### config.mk
export PLATFORM = sky130hd
export DESIGN_NAME = hex_display_bcd_flat
export DESIGN_NICKNAME = d
export VERILOG_FILES = /design/src/rtl/hex_display_bcd_pkg.sv /design/src/rtl/hex_display_bcd_if.sv /design/src/rtl/hex_display_bcd_seven_seg_enc.sv /design/src/rtl/hex_display_bcd.sv /design/src/flat_wrapper.sv
export SDC_FILE = /design/constraint.sdc
export NUM_CORES = 1
export LEC_CHECK = 0
export CORE_MARGIN = 5
export CORE_UTILIZATION = 40
export CTS_CLUSTER_DIAMETER = 80
export DETAILED_ROUTE_END_ITERATION = 7
export DONT_BUFFER_PORTS = 1
export HOLD_SLACK_MARGIN = 0.12
export SLEW_MARGIN = 20
export SYNTH_ARGS = -nofsm -noshare
export SYNTH_HDL_FRONTEND = slang
export SYNTH_SLANG_ARGS = --single-unit
### constraint.sdc
create_clock -name clk -period 5.18 [get_ports clk]
set_input_delay 0.259 -clock clk [delete_from_list [all_inputs] [get_ports clk]]
set_output_delay 0.259 -clock clk [all_outputs]
set_load 0.05 [all_outputs]
### src/rtl/hex_display_bcd_pkg.sv
// Shared types and constants for the eight-digit seven-segment display driver.
package display_pkg;

   localparam int NUM_HEX_DEF    = 8;
   localparam int BCD_DIGITS_DEF = 10;

   typedef enum logic [1:0] {
      IDLE  = 2'd0,
      SHIFT = 2'd1,
      DONE  = 2'd2
   } state_t;

   localparam logic [6:0] SEG_BLANK = 7'h7F;
   localparam logic [6:0] SEG_ZERO  = 7'h40;

   // Active-low {g,f,e,d,c,b,a} patterns, index 15 (F) first down to index 0.
   localparam logic [15:0][6:0] SEG_TABLE = {
      7'h0E, 7'h06, 7'h21, 7'h46, 7'h03, 7'h08, 7'h10, 7'h00,
      7'h78, 7'h02, 7'h12, 7'h19, 7'h30, 7'h24, 7'h79, 7'h40
   };

   function automatic logic [3:0] bcd_add3(input logic [3:0] digit);
      return (digit >= 4'd5) ? digit + 4'd3 : digit;
   endfunction

endpackage

### src/rtl/hex_display_bcd_if.sv
// Value/mode input and segment/status output bundle between the CPU side and the display driver.
interface hex_display_bcd_if #(
   parameter int DATA_W = 32
);
   logic [DATA_W-1:0] value;
   logic              hex_mode;
   logic [6:0]        hex0, hex1, hex2, hex3, hex4, hex5, hex6, hex7;
   logic              busy;
   logic              overflow;

   modport master (
      output value, hex_mode,
      input  hex0, hex1, hex2, hex3, hex4, hex5, hex6, hex7, busy, overflow
   );

   modport slave (
      input  value, hex_mode,
      output hex0, hex1, hex2, hex3, hex4, hex5, hex6, hex7, busy, overflow
   );
endinterface

### src/rtl/hex_display_bcd_seven_seg_enc.sv
// Combinational nibble to active-low seven-segment pattern.
module seven_seg_enc
   import display_pkg::*;
(
   input  logic [3:0] nibble,
   output logic [6:0] seg
);
   assign seg = SEG_TABLE[nibble];
endmodule

### src/rtl/hex_display_bcd.sv
// Drives eight seven-segment displays from a 32-bit value, in hex or iterative double-dabble decimal.
// Optional build macro HEX_LEADING_ZERO_BLANK_EN blanks digits above the most significant nonzero one.
module hex_display_bcd
   import display_pkg::*;
#(
   parameter int DATA_W     = 32,
   parameter int BCD_DIGITS = BCD_DIGITS_DEF,
   parameter int NUM_HEX    = NUM_HEX_DEF
) (
   input  logic              clk,
   input  logic              rst,
   hex_display_bcd_if.slave  bus
);

   localparam int                BCD_W    = 4 * BCD_DIGITS;
   localparam int                CNT_W    = $clog2(DATA_W);
   localparam logic [CNT_W-1:0]  CNT_LAST = CNT_W'(DATA_W - 1);

   state_t                       state_q, state_d;
   logic [DATA_W-1:0]            value_q;
   logic                         mode_q;
   logic [DATA_W-1:0]            snap_val_q, snap_val_d;
   logic                         snap_mode_q, snap_mode_d;
   logic [BCD_W-1:0]             bcd_q, bcd_d, bcd_adj;
   logic [DATA_W-1:0]            shift_q, shift_d;
   logic [CNT_W-1:0]             cnt_q, cnt_d;
   logic [NUM_HEX-1:0][3:0]      digit_q, digit_d;
   logic [NUM_HEX-1:0]           blank_q, blank_d;
   logic                         overflow_q, overflow_d;
   logic [NUM_HEX-1:0][6:0]      enc_seg, hex_seg;

   // Add-3 correction on every BCD digit in parallel before each shift.
   always_comb begin
      bcd_adj = '0;
      for (int i = 0; i < BCD_DIGITS; i++) begin
         bcd_adj[4*i +: 4] = bcd_add3(bcd_q[4*i +: 4]);
      end
   end

   // NOTE: every variable is given its hold value first so no path through the case infers a latch.
   always_comb begin
      state_d     = state_q;
      snap_val_d  = snap_val_q;
      snap_mode_d = snap_mode_q;
      bcd_d       = bcd_q;
      shift_d     = shift_q;
      cnt_d       = cnt_q;
      digit_d     = digit_q;
      blank_d     = blank_q;
      overflow_d  = overflow_q;

      unique case (state_q)
         IDLE: begin
            if ({value_q, mode_q} != {snap_val_q, snap_mode_q}) begin
               snap_val_d  = value_q;
               snap_mode_d = mode_q;
               if (mode_q) begin
                  state_d = DONE;
               end else begin
                  bcd_d   = '0;
                  shift_d = value_q;
                  cnt_d   = '0;
                  state_d = SHIFT;
               end
            end
         end
         SHIFT: begin
            {bcd_d, shift_d} = {bcd_adj, shift_q} << 1;
            cnt_d            = cnt_q + 1'b1;
            if (cnt_q == CNT_LAST) state_d = DONE;
         end
         DONE: begin
            for (int i = 0; i < NUM_HEX; i++) begin
               digit_d[i] = snap_mode_q ? snap_val_q[4*i +: 4] : bcd_q[4*i +: 4];
            end
            overflow_d = snap_mode_q ? 1'b0 : |bcd_q[BCD_W-1:4*NUM_HEX];
`ifdef HEX_LEADING_ZERO_BLANK_EN
            // Blank from the top down until the first nonzero digit; hex0 always shows.
            blank_d = '0;
            for (int i = NUM_HEX - 1; i >= 1; i--) begin
               blank_d[i] = (digit_d[i] == 4'd0) && ((i == NUM_HEX - 1) || blank_d[i+1]);
            end
`else
            blank_d = '0;
`endif
            state_d = IDLE;
         end
         default: state_d = IDLE;
      endcase
   end

   // NOTE: sequential state uses non-blocking assignments so all flops update from pre-edge values.
   always_ff @(posedge clk) begin
      if (rst) begin
         state_q     <= IDLE;
         value_q     <= '0;
         mode_q      <= 1'b0;
         snap_val_q  <= '0;
         snap_mode_q <= 1'b0;
         bcd_q       <= '0;
         shift_q     <= '0;
         cnt_q       <= '0;
         digit_q     <= '0;
         blank_q     <= '0;
         overflow_q  <= 1'b0;
      end else begin
         state_q     <= state_d;
         value_q     <= bus.value;
         mode_q      <= bus.hex_mode;
         snap_val_q  <= snap_val_d;
         snap_mode_q <= snap_mode_d;
         bcd_q       <= bcd_d;
         shift_q     <= shift_d;
         cnt_q       <= cnt_d;
         digit_q     <= digit_d;
         blank_q     <= blank_d;
         overflow_q  <= overflow_d;
      end
   end

   for (genvar g = 0; g < NUM_HEX; g++) begin : g_enc
      seven_seg_enc u_enc (
         .nibble (digit_q[g]),
         .seg    (enc_seg[g])
      );
      assign hex_seg[g] = blank_q[g] ? SEG_BLANK : enc_seg[g];
   end

   assign bus.hex0     = hex_seg[0];
   assign bus.hex1     = hex_seg[1];
   assign bus.hex2     = hex_seg[2];
   assign bus.hex3     = hex_seg[3];
   assign bus.hex4     = hex_seg[4];
   assign bus.hex5     = hex_seg[5];
   assign bus.hex6     = hex_seg[6];
   assign bus.hex7     = hex_seg[7];
   assign bus.busy     = (state_q != IDLE);
   assign bus.overflow = overflow_q;

endmodule

### src/flat_wrapper.sv
// flat-port wrapper written by rule: the top's interface ports become plain ports
module hex_display_bcd_flat import display_pkg::*;
#(
   parameter int DATA_W     = 32,
   parameter int BCD_DIGITS = BCD_DIGITS_DEF,
   parameter int NUM_HEX    = NUM_HEX_DEF
)
  (clk, rst, bus_value, bus_hex_mode, bus_hex0, bus_hex1, bus_hex2, bus_hex3, bus_hex4, bus_hex5, bus_hex6, bus_hex7, bus_busy, bus_overflow);
  hex_display_bcd_if #(.DATA_W(DATA_W)) bus_i ();
  input  logic clk;
  input  logic rst;
  input wire logic [$bits(bus_i.value)-1:0] bus_value;
  input wire logic [$bits(bus_i.hex_mode)-1:0] bus_hex_mode;
  output wire logic [$bits(bus_i.hex0)-1:0] bus_hex0;
  output wire logic [$bits(bus_i.hex1)-1:0] bus_hex1;
  output wire logic [$bits(bus_i.hex2)-1:0] bus_hex2;
  output wire logic [$bits(bus_i.hex3)-1:0] bus_hex3;
  output wire logic [$bits(bus_i.hex4)-1:0] bus_hex4;
  output wire logic [$bits(bus_i.hex5)-1:0] bus_hex5;
  output wire logic [$bits(bus_i.hex6)-1:0] bus_hex6;
  output wire logic [$bits(bus_i.hex7)-1:0] bus_hex7;
  output wire logic [$bits(bus_i.busy)-1:0] bus_busy;
  output wire logic [$bits(bus_i.overflow)-1:0] bus_overflow;
  assign bus_i.value = bus_value;
  assign bus_i.hex_mode = bus_hex_mode;
  assign bus_hex0 = bus_i.hex0;
  assign bus_hex1 = bus_i.hex1;
  assign bus_hex2 = bus_i.hex2;
  assign bus_hex3 = bus_i.hex3;
  assign bus_hex4 = bus_i.hex4;
  assign bus_hex5 = bus_i.hex5;
  assign bus_hex6 = bus_i.hex6;
  assign bus_hex7 = bus_i.hex7;
  assign bus_busy = bus_i.busy;
  assign bus_overflow = bus_i.overflow;
  hex_display_bcd #(.DATA_W(DATA_W), .BCD_DIGITS(BCD_DIGITS), .NUM_HEX(NUM_HEX)) u_core (.clk(clk), .rst(rst), .bus(bus_i));
endmodule
==> results.yml, run 1 <==
power:
  ir_drop_v: 0.0004536
  p_leak_nw: 4.686
  p_per_area_nw_per_um2: 316.2
  power_mw: 4.044
global_route:
  grt_max_degree: 210
  grt_usage_pct: 17.32
  grt_pass1_vias: 8259
  grt_pass1_wl_um: 44880
  antenna_found_initial: 0
  gr-total-overflow: 0
setup_path:
  required_ns: 5.60
  crit_fanout: 58
  arrival_ns: 3.46
  endpoint_kind: "flop"
  worstSetupPathType: "flop to flop"
  worstSetupStartpointType: "flop"
die:
  start_util_pct: 40.63
  pin_count: 93
  fp.dieArea_um2: 31840
  core_um2: 27930
  die_w_um: 178.4
  die_h_um: 178.4
  rows: 61
timing:
  slew_viol_final: 0
  tns_ns: 0
  finalCriticalPeriod_ns: 3.048
  holdWs_ns: 0.1663
  finalHoldViolCount: 0
  min_period_over_period_pct: 58.85
  skew_ns: 0.02606
  rsz0062_at_grt: "false"
  finalSetupViolations: 0
  timing.fmax_ghz: 0.3280
  layout_setup_ws_ns: 2.132
  worst_pin_slew_ns: 1.057
  slew-limit-headroom_pct: 29.56
clocking:
  cts-root-buf: "clkbuf_16"
  clkTransAtPathRegs_ns: 0.06
  cts.repair.resized: 0
  cts.sinks: 234
  cts_buffers: 26
  cts_tree: "yes"
  clock_latency_ns: 0.54
  htree_levels: 1
  cts_buffer_depth: 3
place:
  dp_slack_ns: 2.204
  placed_cell_area_um2: 11570
  port_buffers: 0
  gp_congestion: 0.8094
  placedCellCount: 1541
  hpwl_um: 18190
layout:
  regArea_um2: 4686
  final_core_util_pct: 45.78
  diodes: 0
  area_growth_pct: 12.67
  layout.filler_cells: 2677
  multiInputGateArea_um2: 6092
  fin_area_um2: 12790
  final_common_cell: "dfxtp_1"
  most-common-layout-cells: "233 x dfxtp_1, 140 x nor2_1, 115 x a21oi_1, 113 x mux2i_1, 74 x nand2_1"
  layoutNonFillerInstCount: 1623
  drive_above_1_share_pct: 7.871
  final_nets: 1331
detailed_routing:
  detail-route-antenna-nets: 0
  wirelength_um: 28190
  drcViolationCount: 0
  first_iter_violations: 586
  firstDrtPassIters: 6
  routedWlPerCell_um: 17.37
  vias_per_cell: 5.319
  via_count: 8633
yosys:
  yosysSeqAreaShare_pct: 41.27
  synth_nets: 1336
  ys_seq_elements: 234
  ys_types: 40
  syn_area_um2: 11350
  synth.avg_cell_area_um2: 9.227
  synth-warning-count: 0
  synthCells: 1230
outcome:
  status: "complete, no violations"
hold_path:
  hold_path_class: "primary input to flop"
flow_run:
  maxCapViolCount: 0
state kept, by name, summed over array words and instances, names as in the netlist, 32 cells and up:
signal             flops
u_core.digit_q        32
u_core.bcd_q          40
u_core.shift_q        32
u_core.value_q        32
u_core.snap_val_q     32
final cells by class:
type | count | area share, %
clock inverter | 12 | 0.7926
tap | 378 | 3.699
multi-input combinational | 852 | 47.64
sequential | 234 | 36.64
inverter | 69 | 2.025
clock buffer | 36 | 5.930
timing repair buffer | 42 | 3.268
logic make-up after synthesis:
logic type,count (synthesis),share of synthesized area [%]
xor+xnor,43,3.318
flops,234,41.27
fa+ha+maj,71,7.827
compound gates,287,18.27
mux,113,9.966
buf+inv,144,5.303
simple gates,338,14.04
routing by layer:
layer,part of all wire (%),GRT usage (%),routed length [um],vias up
met2,43,26.00,12260,201
met3,6.8,3.879,1928,43
met5,0,0,0,-
met1,48,25.23,13420,4072
met4,2.1,4.221,580,0
li1,-,-,-,4317
synth_stat cells:
cell type | number | area [um^2]
and3_1 | 4 | 25.02
buf_6 | 5 | 56.30
nand4_1 | 8 | 50.05
nor4_4 | 1 | 21.27
buf_2 | 19 | 95.09
nand2_1 | 75 | 281.5
xor2_1 | 3 | 26.28
xnor2_1 | 40 | 350.3
nor4_2 | 1 | 12.51
a311oi_1 | 43 | 376.6
nand3_1 | 17 | 85.08
nor2b_1 | 34 | 212.7
o21ai_0 | 26 | 130.1
o32ai_2 | 25 | 406.6
a2bb2oi_1 | 5 | 43.79
nor2_1 | 140 | 525.5
nand2b_1 | 17 | 106.4
a31oi_1 | 19 | 118.9
buf_1 | 4 | 15.01
inv_1 | 69 | 259.0
or3_1 | 18 | 112.6
nand4b_2 | 1 | 15.01
and2_1 | 1 | 6.260
clkbuf_1 | 47 | 176.4
o21ai_1 | 6 | 30.03
mux2i_1 | 113 | 1131
o22ai_1 | 8 | 50.05
or2_2 | 9 | 56.30
dfxtp_1 | 234 | 4684
a211o_1 | 8 | 70.07
o2bb2ai_1 | 8 | 70.07
a21oi_1 | 115 | 575.6
nor3_1 | 2 | 10.01
o32ai_1 | 13 | 113.9
a211oi_2 | 1 | 12.51
nor4_1 | 1 | 6.260
nor3b_1 | 9 | 67.56
o21a_1 | 4 | 30.03
a22oi_1 | 6 | 45.04
ha_1 | 71 | 888.4
timing repair:
| action | 4_1_cts | 5_1_grt |
|---|---|---|
| hold buffers | 34 | 0 |
| buffers inserted | 0 | 0 |
| endpoints found under the hold margin | 230 | 0 |
final timing paths:
kind	slack (ns)	cells after the start	from	to
max	2.13	8	u_core.value_q[7]	u_core.bcd_q[1]
min	0.17	4	rst	bus_hex5[2]
max reg2reg	2.13	8	u_core.value_q[7]	u_core.bcd_q[1]
min reg2reg	0.45	2	u_core.shift_q[0]	u_core.shift_q[0]
report_power, final:
part	internal, mW	total (mW)	leakage, nW	switching [mW]
registers	1.86	1.91	1.91	0.0563
clock network	1.07	1.82	0.427	0.748
logic	0.118	0.310	2.35	0.192
critical path: stages, from the launching register on:
cell and delay [ns]:
dfxtp_1 0.40, xnor2_1 0.15, nand4_1 0.16, nor4_2 0.56, nand4b_2 0.15, buf_4 0.28, and2_2 0.36, buf_4 0.43
o32ai_1 0.36
No activity file was read; power rests on OpenSTA's default activity.
==> run 2: changes to the inputs <==
--- a/config.mk
+++ b/config.mk
@@ -5,6 +5,7 @@
 export SDC_FILE = /design/constraint.sdc
 export NUM_CORES = 1
 export LEC_CHECK = 0
+export ABC_AREA = 1
 export CORE_MARGIN = 5
 export CORE_UTILIZATION = 40
 export CTS_CLUSTER_DIAMETER = 80
==> constraint.sdc (replaced) <==
create_clock -name clk -period 2.9 [get_ports clk]
set_input_delay 0.145 -clock clk [delete_from_list [all_inputs] [get_ports clk]]
set_output_delay 0.145 -clock clk [all_outputs]
set_load 0.05 [all_outputs]
==> results.yml, run 2 <==
power:
  p_per_area_nw_per_um2: 673.7
  p_leak_nw: 6.262
  power_mw: 9.175
  ir_drop_v: 0.0004690
layout:
  largest_register_ffs: 40
  most-common-layout-cells: "383 x nand2_1, 256 x nor2_1, 234 x dfxtp_1, 211 x inv_1, 143 x o21ai_0"
  final_common_cell: "nand2_1"
  layoutNonFillerInstCount: 2160
  final_core_util_pct: 45.83
  final_nets: 1858
  area_growth_pct: 13.13
  diodes: 0
  layout.filler_cells: 2928
  drive_above_1_share_pct: 6.045
  fin_area_um2: 13620
  regMostFlops: "u_core.bcd_q"
detailed_routing:
  vias_per_cell: 4.896
  detail-route-antenna-nets: 0
  drcViolationCount: 0
  first_iter_violations: 661
  firstDrtPassIters: 5
  routedWlPerCell_um: 13.59
  wirelength_um: 29360
  via_count: 10580
place:
  gp_congestion: 0.8385
  placed_cell_area_um2: 12320
  hpwl_um: 20220
  dp_slack_ns: 0.3979
  placedCellCount: 2077
  port_buffers: 0
yosys:
  synth_nets: 1859
  synth-async-reset-ratio_pct: 0
  yosysMostFrequentCell: "nand2_1"
  synth_edf_count: 0
  ys_seq_elements: 234
  ys_top_cells_by_count: "384 x nand2_1, 257 x nor2_1, 234 x dfxtp_1"
  ys.flop_type: "dfxtp_1"
  synth-warning-count: 0
  synth_area_leaders: "dfxtp_1 39%, nand2_1 12%, nor2_1 8.0%"
  yosysSeqAreaShare_pct: 38.91
  syn_area_um2: 12040
  synth.avg_cell_area_um2: 6.868
  synth_area_leader_cell: "dfxtp_1"
  synth_top_cell_area_share_pct: 38.91
  ys_types: 33
  synthCells: 1753
timing:
  min_period_over_period_pct: 89.30
  finalSetupViolations: 0
  slew-limit-headroom_pct: 48.50
  layout_setup_ws_ns: 0.3104
  slew_viol_final: 0
  worst_pin_slew_ns: 0.7725
  timing.fmax_ghz: 0.3862
  finalHoldViolCount: 0
  finalCriticalPeriod_ns: 2.590
  tns_ns: 0
  holdWs_ns: 0.1773
  skew_ns: 0.01202
  rsz0062_at_grt: "false"
setup_path:
  worstSetupPathType: "flop to flop"
  endpoint_kind: "flop"
  worstSetupStartpointType: "flop"
  crit_fanout: 23
  arrival_ns: 3.00
  startpoint: "u_core.snap_val_q[11]"
  required_ns: 3.31
  r2r-start: "u_core.snap_val_q[11]"
clocking:
  post_cts_buffers: 0
  htree_levels: 1
  clock_latency_ns: 0.53
  cts-root-buf: "clkbuf_16"
  clkTransAtPathRegs_ns: 0.06
  cts.repair.resized: 0
  cts.sinks: 234
  cts_tree: "yes"
  cts_buffers: 27
  cts_buffer_depth: 3
global_route:
  grt_pass1_vias: 9860
  grt_pass1_wl_um: 49580
  grt_usage_pct: 17.34
  antenna_found_initial: 0
  grt_max_degree: 90
  gr-total-overflow: 0
hold_path:
  hp-start: "rst"
  hold_path_class: "primary input to flop"
die:
  core_um2: 29720
  pin_count: 93
  die_w_um: 183.5
  die_h_um: 183.5
  fp.dieArea_um2: 33670
  start_util_pct: 40.51
  rows: 63
flow_run:
  maxCapViolCount: 0
outcome:
  status: "complete, no violations"
run 2: cell count changes after synthesis, moves of 43 or more:
cell,before,now
a311oi_1,43,0
inv_1,69,211
mux2i_1,113,12
nand2_1,75,384
nand3_1,17,111
nor2_1,140,257
o21ai_0,26,143
run 2: cell type report:
type / count / area, um^2 / area share (%)
well taps: 390 / 488.0 / 3.583
inverters: 229 / 860.8 / 6.321
flip-flops and latches: 234 / 4684 / 34.40
repair buffers: 54 / 563.0 / 4.134
clock buffers: 38 / 797.0 / 5.852
clock inverters: 9 / 126.4 / 0.9279
multi-input cells: 1206 / 6100 / 44.79
run 2: logic make-up after synthesis:
group | Yosys count | share of synthesized area (%)
compound gates | 324 | 14.64
simple gates | 787 | 26.56
flops | 234 | 38.91
mux | 12 | 0.9978
buf+inv | 313 | 10.63
fa+ha+maj | 71 | 7.379
xor+xnor | 12 | 0.8730
run 2: critical path: stages, from the launching register on:
cell	delay, ns
dfxtp_1	0.48
inv_1	0.07
nand2_1	0.06
nand2_1	0.05
nor2_1	0.10
nand2_1	0.08
nor2_1	0.22
nand2_1	0.08
nor2_1	0.17
nand2_2	0.31
nand3_1	0.20
a21oi_1	0.08
dlygate4sd3_1	0.57
run 2: where the power goes:
group          leakage [nW]  total, mW  switching [mW]  internal (mW)
sequential             1.92       4.02           0.486           3.54
clock                 0.456       3.49            1.33           2.16
combinational          3.89       1.67            1.06          0.605
total                  6.26       9.18            2.87           6.30
run 2: worst paths after layout:
path,end,slack [ns],depth (start not counted)
worst min-delay path,u_core.snap_val_q[11],0.18,3
worst max-delay path,u_core.state_q[0],0.31,12
worst min register to register,u_core.bcd_q[23],0.48,2
worst max register to register,u_core.state_q[0],0.31,12
run 2: timing repair:
item,4_1_cts,5_1_grt
hold endpoints to repair,108,0
hold buffers,36,0
setup endpoints to repair,0,0
run 2: routing by layer:
metal / global-route usage [%] / vias to the layer above / wire length [um]
li1: - / 5564 / -
met1: 23.19 / 4812 / 13810
met2: 30.17 / 150 / 14060
met3: 1.919 / 50 / 793
met4: 4.052 / 0 / 703
met5: 0 / - / 0
==> run 3: changes to the inputs <==
--- a/config.mk
+++ b/config.mk
@@ -5,7 +5,7 @@
 export SDC_FILE = /design/constraint.sdc
 export NUM_CORES = 1
 export LEC_CHECK = 0
-export ABC_AREA = 1
+export CAP_MARGIN = 20
 export CORE_MARGIN = 5
 export CORE_UTILIZATION = 40
 export CTS_CLUSTER_DIAMETER = 80
==> results.yml, run 3 (synthesis gave the netlist of run 1 again) <==
power:
  p_leak_nw: 5.283
  ir_drop_v: 0.0004313
  p_per_area_nw_per_um2: 539.9
place:
  gp_congestion: 0.8180
  port_buffers: 0
  hpwl_um: 18380
  placed_cell_area_um2: 11730
layout:
  final_common_cell: "dfxtp_1"
  largest_register_ffs: 40
  regMostFlops: "u_core.bcd_q"
  most-common-layout-cells: "233 x dfxtp_1, 140 x nor2_1, 114 x a21oi_1, 113 x mux2i_1, 99 x dlygate4sd3_1"
  final_nets: 1419
  fin_area_um2: 13700
  area_growth_pct: 20.67
  drive_above_1_share_pct: 8.777
  diodes: 0
  final_core_util_pct: 49.03
detailed_routing:
  drcViolationCount: 0
  detail-route-antenna-nets: 0
  vias_per_cell: 5.257
  firstDrtPassIters: 5
  via_count: 8994
  first_iter_violations: 606
  wirelength_um: 29020
  routedWlPerCell_um: 16.96
setup_path:
  slowest_stage: "dlygate4sd3_1"
  crit_fanout: 25
  path_buf_inv: 2
  cpPeakStageDelay_ns: 0.59
  crit_family: "simple AND/OR/NAND/NOR gates"
  worstSetupPathType: "flop to flop"
  crit_chain: "xnor2_1, nand4_1, nor4_4, nand4b_2, and2_2, buf_4, a311oi_1, dlygate4sd3_1"
  required_ns: 3.36
  endpoint_kind: "flop"
  arrival_ns: 3.28
  worstSetupStartpointType: "flop"
timing:
  finalHoldViolCount: 0
  finalCriticalPeriod_ns: 2.814
  min_period_over_period_pct: 97.04
  timing.fmax_ghz: 0.3553
  slew_viol_final: 0
  slew-limit-headroom_pct: 57.35
  tns_ns: 0
  rsz0062_at_grt: "false"
  worst_pin_slew_ns: 0.6397
  finalSetupViolations: 0
  skew_ns: 0.01245
clocking:
  clock_latency_ns: 0.53
  cts_buffer_depth: 3
  clkTransAtPathRegs_ns: 0.06
  cts_tree: "yes"
  cts-root-buf: "clkbuf_16"
  cts_buffers: 27
  htree_levels: 1
  cts.sinks: 234
die:
  start_util_pct: 40.63
  die_h_um: 178.4
  pin_count: 93
  core_um2: 27930
  die_w_um: 178.4
  rows: 61
  fp.dieArea_um2: 31840
flow_run:
  maxCapViolCount: 0
global_route:
  antenna_found_initial: 0
  grt_pass1_vias: 8815
  gr-total-overflow: 0
  grt_pass1_wl_um: 47110
  grt_usage_pct: 18.05
  grt_max_degree: 134
outcome:
  status: "complete, no violations"
hold_path:
  hold_path_class: "primary input to flop"
==> run 3: cell count changes in the layout (fill, tap and decap cells not counted), sizes merged, moves of 34 or more <==
cell,change
nand2,-310
inv,-158
o21ai,-131
nor2,-127
mux2i,+101
nand3,-94
dlygate4sd3,+64
a311oi,+43
o32ai,+38
nor2b,+34
xnor2,+34
==> run 3: worst paths after layout <==
| kind | start | end | slack [ns] | cells past startpoint |
|---|---|---|---|---|
| hold / removal | rst | bus_hex1[5] | 0.11 | 4 |
| hold reg to reg | u_core.cnt_q[4] | u_core.cnt_q[4] | 0.45 | 2 |
| setup reg to reg | u_core.snap_val_q[21] | u_core.bcd_q[11] | 0.09 | 8 |
| setup / recovery | u_core.snap_val_q[21] | u_core.bcd_q[11] | 0.09 | 8 |
==> run 3: power breakdown <==
part	internal (mW)	leakage, nW	switching [mW]
clock	2.03	0.440	1.33
sequential	3.32	1.91	0.112
combinational	0.267	2.94	0.334
==> run 3: final cells by class <==
| class | instances | area [um^2] |
|---|---|---|
| multi-input cells | 852 | 6107 |
| clock buffers | 42 | 822.0 |
| fillers | 2637 | 14240 |
| clock inverters | 7 | 68.82 |
| flip-flops and latches | 234 | 4688 |
| repair buffers | 129 | 1277 |
| well taps | 378 | 473.0 |
| inverters | 69 | 259.0 |
==> run 3: stage by stage <==
stage               hold WS, ns  setup slack, ns  cells  power [mW]
detailed placement       0.2401           0.3749   1558       3.968
floorplan                0.2732           0.6993   1230       3.873
global placement         0.2373           0.4168   1558       3.965
global route             0.1437         0.004344   1711       7.670
CTS                      0.1258        0.0003180   1707       7.456
finish                   0.1071          0.08575   1711       7.394
==> run 3: what timing repair did <==
action,in CTS,in global routing
hold endpoints to repair,234,0
endpoints found under the setup margin,0,12
hold buffers,100,0
gates resized for setup,0,5
setup buffers,0,4
==> run 3: metal layers <==
layer  vias to the layer above  part of all wire (%)  GRT usage [%]
met4                         0                   2.0          4.221
met1                      4253                    48          25.87
met2                       209                    45          28.32
met3                        46                   5.4          3.222
li1                       4486                     -              -
met5                         -                     0              0
==> run 3: worst register-to-register path, stage by stage (launching register included) <==
cell and delay, ns:
dfxtp_1 0.47, xnor2_1 0.16, nand4_1 0.17, nor4_4 0.43
nand4b_2 0.15, and2_2 0.23, buf_4 0.26, a311oi_1 0.30
dlygate4sd3_1 0.59
